===== config.mk =====
export PLATFORM = sky130hd
export DESIGN_NAME = wbm_bridge
export DESIGN_NICKNAME = d
export VERILOG_FILES = /design/src/rtl/wbm_bridge.sv
export SDC_FILE = /design/constraint.sdc
export NUM_CORES = 1
export LEC_CHECK = 0
export ABC_AREA = 1
export BUFFER_PORTS_ARGS = -buffer_cell sky130_fd_sc_hd__buf_2
export CORE_MARGIN = 4
export CORE_UTILIZATION = 25
export DETAILED_ROUTE_END_ITERATION = 6
export GPL_ROUTABILITY_DRIVEN = 0
export PLACE_DENSITY = 0.52
export SLEW_MARGIN = 20
export SYNTH_ARGS = -nofsm -noshare
export SYNTH_HDL_FRONTEND = slang
export SYNTH_SLANG_ARGS = --single-unit

===== constraint.sdc =====
create_clock -name clk_i -period 2.81 [get_ports clk_i]
set_clock_uncertainty 0.2 [all_clocks]
set_input_delay 0.4215 -clock clk_i [delete_from_list [all_inputs] [get_ports clk_i]]
set_output_delay 0.4215 -clock clk_i [all_outputs]
set_load 0.05 [all_outputs]

===== src/rtl/wbm_bridge.sv =====
// Wishbone B4 classic single-transfer master bridge: latch one request, run a registered CYC/STB cycle, return ACK/ERR.
// Optional watchdog under WBM_TIMEOUT_EN. Latency: 1 cycle to bus, response 1 cycle after slave ACK/ERR. rdy_o low while busy.
module wbm_bridge #(
  parameter int AW      = 32,
  parameter int DW      = 32,
  parameter int TIMEOUT = 16
) (
  input  logic            clk_i,
  input  logic            rst_ni,
  input  logic            wbm_we_i,
  input  logic            wbm_re_i,
  input  logic            wbm_kill_i,
  input  logic [AW-1:0]   wbm_adr_i,
  input  logic [DW-1:0]   wbm_dat_i,
  input  logic [DW/8-1:0] wbm_sel_i,
  output logic            wbm_rdy_o,
  output logic            wbm_ack_o,
  output logic            wbm_err_o,
  output logic            wbm_tout_o,
  output logic [DW-1:0]   wbm_dat_o,
  output logic            wbs_cyc_o,
  output logic            wbs_stb_o,
  output logic            wbs_we_o,
  output logic [AW-1:0]   wbs_adr_o,
  output logic [DW-1:0]   wbs_dat_o,
  output logic [DW/8-1:0] wbs_sel_o,
  input  logic [DW-1:0]   wbs_dat_i,
  input  logic            wbs_ack_i,
  input  logic            wbs_err_i
);

  typedef enum logic {IDLE = 1'b0, BUS = 1'b1} state_e;

  state_e            state_q, state_d;
  logic              ack_q, ack_d, err_q, err_d, tout_q, tout_d;
  logic              we_q, we_d;
  logic [AW-1:0]     adr_q, adr_d;
  logic [DW-1:0]     wdat_q, wdat_d, rdat_q, rdat_d;
  logic [DW/8-1:0]   sel_q, sel_d;
  logic              req_ok;
  logic              tout_hit;

  // Both we and re high is illegal and silently dropped.
  assign req_ok = wbm_we_i ^ wbm_re_i;

`ifdef WBM_TIMEOUT_EN
  localparam int CW = $clog2(TIMEOUT + 1);
  logic [CW-1:0] cnt_q, cnt_d;

  assign tout_hit = (cnt_q == CW'(TIMEOUT - 1));

  always_comb begin
    cnt_d = cnt_q;
    if (state_q == IDLE)
      cnt_d = '0;
    else if (!wbm_kill_i && !wbs_err_i && !wbs_ack_i && !tout_hit)
      cnt_d = cnt_q + 1'b1;
  end

  always_ff @(posedge clk_i or negedge rst_ni) begin
    if (!rst_ni) cnt_q <= '0;
    else         cnt_q <= cnt_d;
  end
`else
  assign tout_hit = 1'b0;
`endif

  always_ff @(posedge clk_i or negedge rst_ni) begin
    if (!rst_ni) state_q <= IDLE;
    else         state_q <= state_d;
  end

  always_comb begin
    state_d = state_q;
    case (state_q)
      IDLE: if (req_ok) state_d = BUS;
      BUS:  if (wbm_kill_i || wbs_err_i || wbs_ack_i || tout_hit) state_d = IDLE;
      default: state_d = IDLE;
    endcase
  end

  always_comb begin
    ack_d  = 1'b0;
    err_d  = 1'b0;
    tout_d = 1'b0;
    we_d   = we_q;
    adr_d  = adr_q;
    wdat_d = wdat_q;
    sel_d  = sel_q;
    rdat_d = rdat_q;
    case (state_q)
      IDLE: begin
        if (req_ok) begin
          we_d   = wbm_we_i;
          adr_d  = wbm_adr_i;
          wdat_d = wbm_dat_i;
          sel_d  = wbm_sel_i;
        end
      end
      BUS: begin
        // Kill discards any slave response arriving in the same cycle.
        if (!wbm_kill_i) begin
          if (wbs_err_i) begin
            err_d = 1'b1;
          end else if (wbs_ack_i) begin
            ack_d = 1'b1;
            if (!we_q) rdat_d = wbs_dat_i;
          end else if (tout_hit) begin
            err_d  = 1'b1;
            tout_d = 1'b1;
          end
        end
      end
      default: ;
    endcase
  end

  always_ff @(posedge clk_i or negedge rst_ni) begin
    if (!rst_ni) begin
      ack_q  <= 1'b0;
      err_q  <= 1'b0;
      tout_q <= 1'b0;
      we_q   <= 1'b0;
      adr_q  <= '0;
      wdat_q <= '0;
      sel_q  <= '0;
      rdat_q <= '0;
    end else begin
      ack_q  <= ack_d;
      err_q  <= err_d;
      tout_q <= tout_d;
      we_q   <= we_d;
      adr_q  <= adr_d;
      wdat_q <= wdat_d;
      sel_q  <= sel_d;
      rdat_q <= rdat_d;
    end
  end

  assign wbm_rdy_o  = (state_q == IDLE);
  assign wbs_cyc_o  = (state_q == BUS);
  assign wbs_stb_o  = (state_q == BUS);
  assign wbm_ack_o  = ack_q;
  assign wbm_err_o  = err_q;
  assign wbm_tout_o = tout_q;
  assign wbm_dat_o  = rdat_q;
  assign wbs_we_o   = we_q;
  assign wbs_adr_o  = adr_q;
  assign wbs_dat_o  = wdat_q;
  assign wbs_sel_o  = sel_q;

endmodule


==> reports/results.txt <==
The library cell used most frequently in the layout, excluding fill and tap cells, is sky130_fd_sc_hd__buf_2. The top-level I/O count came out at 214. With fillers left out, the area of the finished cells amounts to 5830 um2.

The count of mapped cells out of synthesis came out at 467. In this run the core area contains 47 standard-cell rows. The library cells used most frequently in the layout, excluding fill and tap cells, are 211 x sky130_fd_sc_hd__buf_2, 203 x sky130_fd_sc_hd__nand2_1, 104 x sky130_fd_sc_hd__dfrtp_1. The final critical path takes up 74.4% of the cycle.

Among all stages on the critical path, the largest delay is contributed by sky130_fd_sc_hd__dfrtp_1. The run gives 25.8% as the initial core utilization. The number of iterations in the first detailed-routing pass came out at 5. The flow ran to the end, and the final reports show no timing, DRC or antenna violations. STA classifies the critical path startpoint as a flop. Endpoint of the worst register-to-register path: wbs_dat_o[29].

The worst reg2reg path depth was 4; the H-tree level count was 3. The share of the Yosys chip area taken by registers is 60.3%. Cell area power density: 1010 nW/um2. Synthesis-stage register bit count: 104. The smallest clock period supported by the final layout is computed as 2.09 ns. After synthesis, the netlist uses 19 different library cells. The final layout contains routed wiring with a total length of 13700 um. Across the run, the number of max-cap violations was 0. Each instance of the synthesized netlist takes up on average 9.24 um2.

Total clock sinks: 104. The final number of max-transition violations was 0. The startpoint identified for the worst hold timing path is wbs_err_i.

In this run the horizontal extent of the chip is 139 um. The worst setup path is captured at a primary output. Across every metal layer, demand over resource in global routing totals 13.8%. The count of vias placed by the detailed router is 4059, and the height of the chip is 139 um. The first-pass GRT wire length was 21800 um. The type of the tightest min-delay check is input pin to flop.

The transition time of the tightest slew-check pin was 0.721 ns; the setup-violating endpoint count in the final report was 0. The critical path start-end classification was flop to primary output. The core region is 16800 um2. When the netlist entered floorplanning its net count stood at 574.

The critical path goes through inv_2 -> buf_2. Master cell of the clock root buffer: sky130_fd_sc_hd__clkbuf_16. The count of input and output buffers was 212.

Die footprint: 19400 um2. Buffering stage count on the worst path with inverters included: 2. The clock passes through at most 2 buffers. The largest net degree at the start of global routing was 71; the highest achievable clock rate was 0.478 GHz. Relative area change from synthesis to final layout: 35.0%. The count of cells along the worst hold path is 2.

The tools report the startpoint of the worst register-to-register path as wbs_cyc_o. Setup repair after global routing left no endpoint under its margin. The total overflow left after global routing is 0. After detailed routing, the number of vias per cell comes to 4.60.

For this design the static power due to leakage is 0.00328 uW. The logs give 0.0843 ns for the worst hold-check slack and 1.47 ns for the arrival time at the worst endpoint. In this run the worst path has a maximum fanout of 23.

The violation count after the first detailed-routing iteration came out at 223. The logs give 9500 um for the detailed-placement wirelength estimate and 52.0% for the worst relative slew slack. Number of diodes: 0. The number of global-route vias before repair was 4076. In this design, the stage delay of the slowest critical-path cell is 0.40 ns. In this run the register-to-register setup slack is 0.92 ns. Once placement finished, the instance area stood at 5510 um2. The tools report the post-detailed-route count of antenna-violating nets as 0.

TritonCTS built the clock tree. Clock tree synthesis inserted a total of 9 buffers. The data required time at the worst endpoint was 2.19 ns; the mapped cell area was 4320 um2. The final cell count without fillers was 883; the number of warnings printed during yosys synthesis was 0. The CTS clock-pin slew for the worst setup and hold paths was 0.07 ns.

For this run, design rule violations remaining after detail routing come to 0. The initial antenna violation count is 1, and the insertion delay of the later-clocked pin in the worst-skew pair is 0.34 ns. The tools report the worst-case vdd ir drop as 0.000422 V.

The final routed wire length divided by cell count is 15.5 um, and the hold violation count in the final report is 0. The worst-case hold path end point is wbm_ack_o. In the final design database the tool counted 765 nets.

Top cell family by delay on the critical path: buffers and inverters. Number of cells after detailed placement: 866. The tools report the setup TNS as 0 ns. In the final layout, the share of cells above drive strength 1 is 37.3%.
-- logic make-up after synthesis --
| family | count (synthesis) | share of synthesized area [%] |
|---|---|---|
| DFF | 104 | 60.3 |
| and+or+nand+nor | 313 | 33.7 |
| buffers and inverters | 49 | 5.88 |
| other | 1 | 0.0869 |
-- report_power, final --
group	switching, uW	internal [uW]	leakage (uW)
Sequential	214	1880	0.00129
Clock	574	719	0.000145
Combinational	1980	502	0.00184
-- registers in the layout, indices dropped and copies added, names as in the netlist --
signal and cells:
wbm_ack_o 1, wbs_cyc_o 1, wbs_we_o 1, wbm_dat_o 32
wbs_adr_o 32, wbs_dat_o 32, wbs_sel_o 4, wbm_err_o 1
-- what timing repair did --
item,in CTS,in global routing
endpoints found under the hold margin,18,0
buffers inserted,0,0
gates resized for setup,0,0
hold buffers,1,0
-- metal layers --
layer	up-vias	track usage, %	share of wire [%]
met5	-	0	0.087
met2	164	22.0	47
met4	2	4.89	1.7
li1	1957	-	-
met1	1914	17.8	43
met3	22	4.25	7.6
-- worst reg2reg max path: cells and delay by family, from the launching register on --
kind | cells | cell delay [ns]
flip-flops | 1 | 0.40
AND/OR/NAND/NOR | 2 | 0.30
buffers and inverters | 2 | 0.93
-- through the flow --
stage          worst slack, ns  total power [uW]  utilization [%]
3_5_place_dp             0.924              4630             32.9
4_1_cts                  0.677              5950             34.8
2_1_floorplan             1.06              3930                -
5_1_grt                  0.648              6170             34.8
3_3_place_gp             0.978              4590             32.9
6_report                 0.719              5870             34.8
-- how the worst max path moves through the flow --
stage,start,to,slack (ns),cells past startpoint
2_1_floorplan,wbs_cyc_o,wbm_rdy_o,1.06,2
3_3_place_gp,wbs_cyc_o,wbs_adr_o[8],0.98,4
3_5_place_dp,wbs_cyc_o,wbs_dat_o[29],0.92,4
4_1_cts,wbs_cyc_o,wbm_rdy_o,0.68,2
5_1_grt,wbs_cyc_o,wbm_rdy_o,0.65,2
6_report,wbs_cyc_o,wbm_rdy_o,0.72,2
-- Yosys cell counts (all sizes together) --
master	number	area share (%)
nand2	205	18
dfrtp	104	60
nand4	100	14
buf	31	4.3
clkbuf	12	1.1
inv	6	0.52
nand3	4	0.70
nor2	3	0.49
conb	1	0.087
nor3	1	0.12
-- cell type report --
cell class	instances	area [um2]
Fill cell	1775	10900
Sequential cell	104	2600
Multi-Input combinational cell	314	1460
Timing Repair Buffer	223	1160
Tap cell	220	275
Clock buffer	10	239
Clock inverter	6	67.6
Inverter	6	22.5
No activity file was read; power rests on OpenSTA's default activity.
